## config.mk

```make
export PLATFORM = sky130hd
export DESIGN_NAME = mem_arbiter_2to1
export DESIGN_NICKNAME = d
export VERILOG_FILES = /design/src/rtl/mem_arb_pkg.sv /design/src/rtl/mem_arb_pick.sv /design/src/rtl/mem_arbiter_2to1.sv
export SDC_FILE = /design/constraint.sdc
export NUM_CORES = 1
export LEC_CHECK = 0
export ABC_AREA = 1
export BUFFER_PORTS_ARGS = -buffer_cell sky130_fd_sc_hd__buf_4
export CORE_AREA = 2 2 340 342
export DETAILED_ROUTE_END_ITERATION = 7
export DIE_AREA = 0 0 342 344
export PLACE_DENSITY = 0.32
export SLEW_MARGIN = 0
export SYNTH_ARGS = -nofsm -noshare
export SYNTH_HDL_FRONTEND = slang
export SYNTH_SLANG_ARGS = --single-unit
```

## constraint.sdc

```tcl
create_clock -name clk -period 4.12 [get_ports clk]
set_input_delay 0.824 -clock clk [delete_from_list [all_inputs] [get_ports clk]]
set_output_delay 0.824 -clock clk [all_outputs]
set_load 0.005 [all_outputs]
```

## src/rtl/mem_arb_pkg.sv

```systemverilog
// Shared types and default sizes for the 2:1 memory arbiter.
// Grant codes and FSM states used by mem_arbiter_2to1 and mem_arb_pick.
package mem_arb_pkg;

    typedef enum logic [1:0] {
        IDLE   = 2'd0,
        BUSY_I = 2'd1,
        BUSY_D = 2'd2
    } state_t;

    typedef enum logic [1:0] {
        GNT_NONE = 2'd0,
        GNT_I    = 2'd1,
        GNT_D    = 2'd2
    } gnt_t;

    localparam int ADDR_W_DEF     = 28;
    localparam int DATA_W_DEF     = 128;
    localparam int STARVE_LIM_DEF = 4;
    localparam int CNT_W_DEF      = 16;
    localparam int STARVE_W       = 4;

    localparam logic [STARVE_W-1:0] STARVE_MAX = '1;

endpackage

```

## src/rtl/mem_arb_pick.sv

```systemverilog
// Combinational winner selection: D first, I once it has been
// passed over STARVE_LIM times; a port showing ready is masked.
module mem_arb_pick
    import mem_arb_pkg::*;
#(
    parameter int STARVE_LIM = STARVE_LIM_DEF
) (
    input  logic                i_req,
    input  logic                d_req,
    input  logic                i_mask,
    input  logic                d_mask,
    input  logic [STARVE_W-1:0] starve_cnt,
    output gnt_t                gnt
);

    logic i_live;
    logic d_live;
    logic force_i;
    logic d_win;
    logic i_win;

    always_comb begin
        i_live  = i_req & ~i_mask;
        d_live  = d_req & ~d_mask;
        force_i = i_live & d_live &
                  (starve_cnt >= STARVE_W'(STARVE_LIM));
        d_win   = d_live & ~force_i;
        i_win   = i_live & ~d_win;
        gnt     = GNT_NONE;
        unique case (1'b1)
            d_win:   gnt = GNT_D;
            i_win:   gnt = GNT_I;
            default: gnt = GNT_NONE;
        endcase
    end

endmodule

```

## src/rtl/mem_arbiter_2to1.sv

```systemverilog
// Two-port block arbiter in front of one slow memory port.
// Build with MEMARB_PERF_EN to add grant/wait performance counters.
module mem_arbiter_2to1
    import mem_arb_pkg::*;
#(
    parameter int ADDR_W     = ADDR_W_DEF,
    parameter int DATA_W     = DATA_W_DEF,
    parameter int STARVE_LIM = STARVE_LIM_DEF
`ifdef MEMARB_PERF_EN
    ,
    parameter int CNT_W      = CNT_W_DEF
`endif
) (
    input  logic              clk,
    input  logic              rst_n,
    input  logic              i_read,
    input  logic              i_write,
    input  logic [ADDR_W-1:0] i_addr,
    input  logic [DATA_W-1:0] i_wdata,
    output logic [DATA_W-1:0] i_rdata,
    output logic              i_ready,
    input  logic              d_read,
    input  logic              d_write,
    input  logic [ADDR_W-1:0] d_addr,
    input  logic [DATA_W-1:0] d_wdata,
    output logic [DATA_W-1:0] d_rdata,
    output logic              d_ready,
    output logic              mem_read,
    output logic              mem_write,
    output logic [ADDR_W-1:0] mem_addr,
    output logic [DATA_W-1:0] mem_wdata,
    input  logic [DATA_W-1:0] mem_rdata,
    input  logic              mem_ready
`ifdef MEMARB_PERF_EN
    ,
    output logic [CNT_W-1:0]  perf_gnt_i,
    output logic [CNT_W-1:0]  perf_gnt_d,
    output logic [CNT_W-1:0]  perf_wait_i
`endif
);

    state_t              state_q, state_d;
    logic                rd_q, rd_d;
    logic                wr_q, wr_d;
    logic [ADDR_W-1:0]   addr_q, addr_d;
    logic [DATA_W-1:0]   wdata_q, wdata_d;
    logic                i_ready_q, i_ready_d;
    logic                d_ready_q, d_ready_d;
    logic [DATA_W-1:0]   i_rdata_q, i_rdata_d;
    logic [DATA_W-1:0]   d_rdata_q, d_rdata_d;
    logic [STARVE_W-1:0] starve_q, starve_d;

    logic i_req;
    logic d_req;
    logic i_pend;
    gnt_t gnt;

    assign i_req  = i_read | i_write;
    assign d_req  = d_read | d_write;
    assign i_pend = i_req & ~i_ready_q;

    mem_arb_pick #(
        .STARVE_LIM (STARVE_LIM)
    ) u_pick (
        .i_req      (i_req),
        .d_req      (d_req),
        .i_mask     (i_ready_q),
        .d_mask     (d_ready_q),
        .starve_cnt (starve_q),
        .gnt        (gnt)
    );

    always_comb begin
        state_d   = state_q;
        rd_d      = rd_q;
        wr_d      = wr_q;
        addr_d    = addr_q;
        wdata_d   = wdata_q;
        i_ready_d = 1'b0;
        d_ready_d = 1'b0;
        i_rdata_d = i_rdata_q;
        d_rdata_d = d_rdata_q;
        starve_d  = i_req ? starve_q : '0;
        unique case (state_q)
            IDLE: begin
                unique case (gnt)
                    GNT_I: begin
                        state_d  = BUSY_I;
                        rd_d     = i_read & ~i_write;
                        wr_d     = i_write;
                        addr_d   = i_addr;
                        wdata_d  = i_wdata;
                        starve_d = '0;
                    end
                    GNT_D: begin
                        state_d = BUSY_D;
                        rd_d    = d_read & ~d_write;
                        wr_d    = d_write;
                        addr_d  = d_addr;
                        wdata_d = d_wdata;
                        if (i_pend && starve_q != STARVE_MAX)
                            starve_d = starve_q + 1'b1;
                    end
                    default: ;
                endcase
            end
            BUSY_I: begin
                if (mem_ready) begin
                    state_d   = IDLE;
                    rd_d      = 1'b0;
                    wr_d      = 1'b0;
                    i_ready_d = 1'b1;
                    i_rdata_d = wr_q ? '0 : mem_rdata;
                end
            end
            BUSY_D: begin
                if (mem_ready) begin
                    state_d   = IDLE;
                    rd_d      = 1'b0;
                    wr_d      = 1'b0;
                    d_ready_d = 1'b1;
                    d_rdata_d = wr_q ? '0 : mem_rdata;
                end
            end
            default: state_d = IDLE;
        endcase
    end

    always_ff @(posedge clk or negedge rst_n) begin
        if (!rst_n) begin
            state_q   <= IDLE;
            rd_q      <= 1'b0;
            wr_q      <= 1'b0;
            addr_q    <= '0;
            wdata_q   <= '0;
            i_ready_q <= 1'b0;
            d_ready_q <= 1'b0;
            i_rdata_q <= '0;
            d_rdata_q <= '0;
            starve_q  <= '0;
        end else begin
            state_q   <= state_d;
            rd_q      <= rd_d;
            wr_q      <= wr_d;
            addr_q    <= addr_d;
            wdata_q   <= wdata_d;
            i_ready_q <= i_ready_d;
            d_ready_q <= d_ready_d;
            i_rdata_q <= i_rdata_d;
            d_rdata_q <= d_rdata_d;
            starve_q  <= starve_d;
        end
    end

    assign mem_read  = rd_q;
    assign mem_write = wr_q;
    assign mem_addr  = addr_q;
    assign mem_wdata = wdata_q;
    assign i_ready   = i_ready_q;
    assign d_ready   = d_ready_q;
    assign i_rdata   = i_rdata_q;
    assign d_rdata   = d_rdata_q;

`ifdef MEMARB_PERF_EN
    logic [CNT_W-1:0] gnt_i_q, gnt_i_d;
    logic [CNT_W-1:0] gnt_d_q, gnt_d_d;
    logic [CNT_W-1:0] wait_i_q, wait_i_d;
    logic             idle_gnt_i;
    logic             idle_gnt_d;

    // I is waiting whenever it asks and is neither being served nor granted.
    always_comb begin
        idle_gnt_i = (state_q == IDLE) && (gnt == GNT_I);
        idle_gnt_d = (state_q == IDLE) && (gnt == GNT_D);
        gnt_i_d    = gnt_i_q;
        gnt_d_d    = gnt_d_q;
        wait_i_d   = wait_i_q;
        if (idle_gnt_i && gnt_i_q != '1)
            gnt_i_d = gnt_i_q + 1'b1;
        if (idle_gnt_d && gnt_d_q != '1)
            gnt_d_d = gnt_d_q + 1'b1;
        if (i_pend && state_q != BUSY_I && !idle_gnt_i &&
            wait_i_q != '1)
            wait_i_d = wait_i_q + 1'b1;
    end

    always_ff @(posedge clk or negedge rst_n) begin
        if (!rst_n) begin
            gnt_i_q  <= '0;
            gnt_d_q  <= '0;
            wait_i_q <= '0;
        end else begin
            gnt_i_q  <= gnt_i_d;
            gnt_d_q  <= gnt_d_d;
            wait_i_q <= wait_i_d;
        end
    end

    assign perf_gnt_i  = gnt_i_q;
    assign perf_gnt_d  = gnt_d_q;
    assign perf_wait_i = wait_i_q;
`endif

endmodule

```

==> results.md <==
- Worst Path Arrival: ~1800 ps
- P_leak: 16.3 nW
- Net Count, Synth: between 2000 and 3000
- CP Max Fanout: 57
- Antenna violation net count after detailed routing: 0
- Die extent in y: around 340 µm
- Clock-pin slew on the worst setup and hold paths: ~60 ps
- GP Congestion: 0.830
- Number of vias in the routed layout: between 15000 and 20000
- Overall Global Routing Usage: 0.158
- Critical path cell sequence: buf_4
- Bufs on Longest Clock Path: 3
- Maximum clock frequency: between 0.3 and 0.4 GHz
- Detailed router's first-iteration violation count: ~830
- Initial core utilization: 0.167
- Remaining routing DRC violations: 0
- Wire length of the first global-routing pass: between 100 and 150 mm
- Vias per Instance: around 3.8
- Synthesized instance count: approximately 2400
- Count of input and output buffers: 862
- Die ar.: ~0.12 mm²
- Netlist area before placement: between 0.015 and 0.02 mm²
- Core box area: ~0.11 mm²
- Setup TNS: 0 ps
- Resized cells post-CTS: 0
- Leading cell types in the layout, fill and taps excluded: sky130_fd_sc_hd__nand2_1 (1260), sky130_fd_sc_hd__buf_4 (883), sky130_fd_sc_hd__dfrtp_1 (421)
- Measured slew at the worst slew-check pin: between 1000 and 1500 ps
- Type of the tightest min-delay check: input pin to asynchronous set/reset pin
- Worst setup EP type: primary output
- Number of global-route vias before repair: 18800
- Number of distinct library cells after synthesis: 24
- Hold_ws: ~160 ps
- Crit path launch type: flip-flop
- Relative slew slack: 0.254
- Clock network latency to the later pin of the worst-skew pair: between 600 and 700 ps
- Highest Signal Layer: met5
- Worst vdd ir: 0.000773 V
- Total count of hold-check failures in the final report: 0
- Clock root cell: sky130_fd_sc_hd__clkbuf_16
- Number of setup violations in the final report: 0
- Total of hold buffers inserted after clock tree synthesis: 0
- Syn-to-layout area delta: 52.6%
- Post-CTS repair timing setup buffer count: 0
- Warnings from Yosys: 0
- Routed Wire Length: approximately 96 mm
- Per-instance average area after synthesis: around 7.8 µm²
- H-tree lvl count: 2
- Worst clock skew: between 15 and 20 ps
- Detailed route wirelength on metal2: 48.2 mm
- Most frequent standard cell in the layout excluding fill and tap cells: sky130_fd_sc_hd__nand2_1
- Critical-path cell with the highest stage delay: sky130_fd_sc_hd__dfrtp_4
- Pwr Density: about 730 mW/mm²
- RSZ-0062 raised after global routing: false
- Number of antenna violations at the first check in global routing: 16
- Ports placed on the boundary: roughly 860
- Sum of met3 wire segment lengths after detailed routing: 6.61 mm
- Portion of the post-synthesis area used by sequential elements: 0.555
- Post-layout utilization of the core: 0.255
- Proportion of layout cells with a drive suffix above 1: 0.302
- Clock tree from TritonCTS: done
- Crit path required time: approximately 3300 ps
- GRT Residual Overflow: 0
- Stage delay of the slowest cell on the critical path: around 950 ps
- Die Wd: roughly 340 µm
- Metal-1 WL: ~38 mm
- Category of the most critical setup path: flip-flop to primary output
- Final period utilization: 0.647
- Number of violations of the max-capacitance limit: 0
- Buffer and inverter count on the worst path: 1
- FF-to-FF setup slack: 1920 ps
- Status: completed
- Number of clock buffers inserted by TritonCTS: between 50 and 60
- #FFs+latches synth: between 400 and 500
- Clock period minus final worst setup slack: roughly 2700 ps
- Largest net degree at the start of global routing: 160
- Post-layout net count: around 3700
- Wirelength per Cell: roughly 20 µm
- Number of sinks driven by the clock tree: ~420
- # rows: between 100 and 150
- Detailed placer's ending HPWL: between 60 and 70 mm
- First drt pass iteration count: 4
- Number of slew-limit violations in the final report: 0
- CP delay by family, top: flip-flops
[per-layer routing]
| layer | global-route usage | vias to the layer above |
|---|---|---|
| li1 | - | 9042 |
| met1 | 0.184 | 8597 |
| met2 | 0.275 | 544 |
| met3 | 0.0457 | 123 |
| met4 | 0.0570 | 2 |
| met5 | 0.00361 | - |
[cell usage after synthesis]
master                        n  area (µm²)
sky130_fd_sc_hd__o211ai_1   156        1170
sky130_fd_sc_hd__buf_1       10        37.5
sky130_fd_sc_hd__buf_4       13        97.6
sky130_fd_sc_hd__a21oi_1      1        5.00
sky130_fd_sc_hd__nand2_2      2        12.5
sky130_fd_sc_hd__buf_6        9         101
sky130_fd_sc_hd__ha_1         5        62.6
sky130_fd_sc_hd__inv_1      299        1120
sky130_fd_sc_hd__nand2_1   1262        4740
sky130_fd_sc_hd__o21ai_1      1        5.00
sky130_fd_sc_hd__o21bai_1     1        7.51
sky130_fd_sc_hd__dfrtp_1    422       10600
sky130_fd_sc_hd__xor2_1       1        8.76
sky130_fd_sc_hd__nand3_2      1        10.0
sky130_fd_sc_hd__nor2_1     136         510
sky130_fd_sc_hd__a21oi_4      1        16.3
sky130_fd_sc_hd__o22ai_1      1        6.26
sky130_fd_sc_hd__inv_2        2        7.51
sky130_fd_sc_hd__o21ai_0      7        35.0
sky130_fd_sc_hd__nand3_1      9        45.0
sky130_fd_sc_hd__o21ai_2      1        8.76
sky130_fd_sc_hd__or2_2        1        6.26
sky130_fd_sc_hd__clkbuf_1    67         251
sky130_fd_sc_hd__buf_2       39         195
[path summary, 6_finish.rpt]
check,startpoint,depth (start not counted),end
min in group clk,d_wdata[119],3,mem_wdata[119]
hold / removal,rst_n,1,mem_wdata[125]
max in group asynchronous,rst_n,2,mem_wdata[50]
setup / recovery,mem_write,1,mem_write
setup reg to reg,d_ready,5,mem_wdata[26]
hold reg to reg,mem_wdata[92],2,mem_wdata[92]
[power breakdown]
part	total, mW	switching [mW]	internal, mW	leakage, nW
combinational	9.16	5.13	4.03	10.1
clock	4.94	2.11	2.84	0.894
sequential	7.22	1.19	6.03	5.28
total	21.3	8.42	12.9	16.3
[sequential cells by signal, summed over array words and instances (netlist names)]
| name | count |
|---|---|
| i_ready | 1 |
| d_rdata | 128 |
| i_rdata | 128 |
| state_q | 2 |
| mem_write | 1 |
| mem_addr | 28 |
| starve_q | 4 |
| mem_read | 1 |
| d_ready | 1 |
| mem_wdata | 128 |
[layout make-up]
cell class | count | area (µm²)
Clock buffer | 86 | 1660
Multi-Input combinational cell | 1586 | 6680
Timing Repair Buffer | 897 | 6900
Sequential cell | 422 | 10600
Fill cell | 12700 | 84900
Clock inverter | 17 | 145
Antenna cell | 16 | 40.0
Tap cell | 1512 | 1890
Inverter | 301 | 1140
[cells by family (layout without fill, tap and decap cells)]
kind of cell | after synthesis | after routing | share of synthesized area
and+or+nand+nor | 1411 | 1411 | 0.280
buffers and inverters | 439 | 1301 | 0.0953
DFF | 422 | 422 | 0.555
AOI/OAI and AO/OA | 169 | 169 | 0.0660
adders and majority gates | 5 | 5 | 0.00329
xor gates and xnor gates | 1 | 1 | 0.000461
other | 0 | 16 | 0
[per-stage QoR]
step	cells	setup slack, ps	power [mW]	cell area, µm²
global placement	4718	1310	16.8	27200
detailed placement	4718	1280	16.7	27200
global route	4836	1280	23.0	29000
CTS	4821	1300	21.9	29000
finish	4837	1450	21.3	29000
floorplan	2447	2180	11.2	19000
No activity file was read; power rests on OpenSTA's default activity.
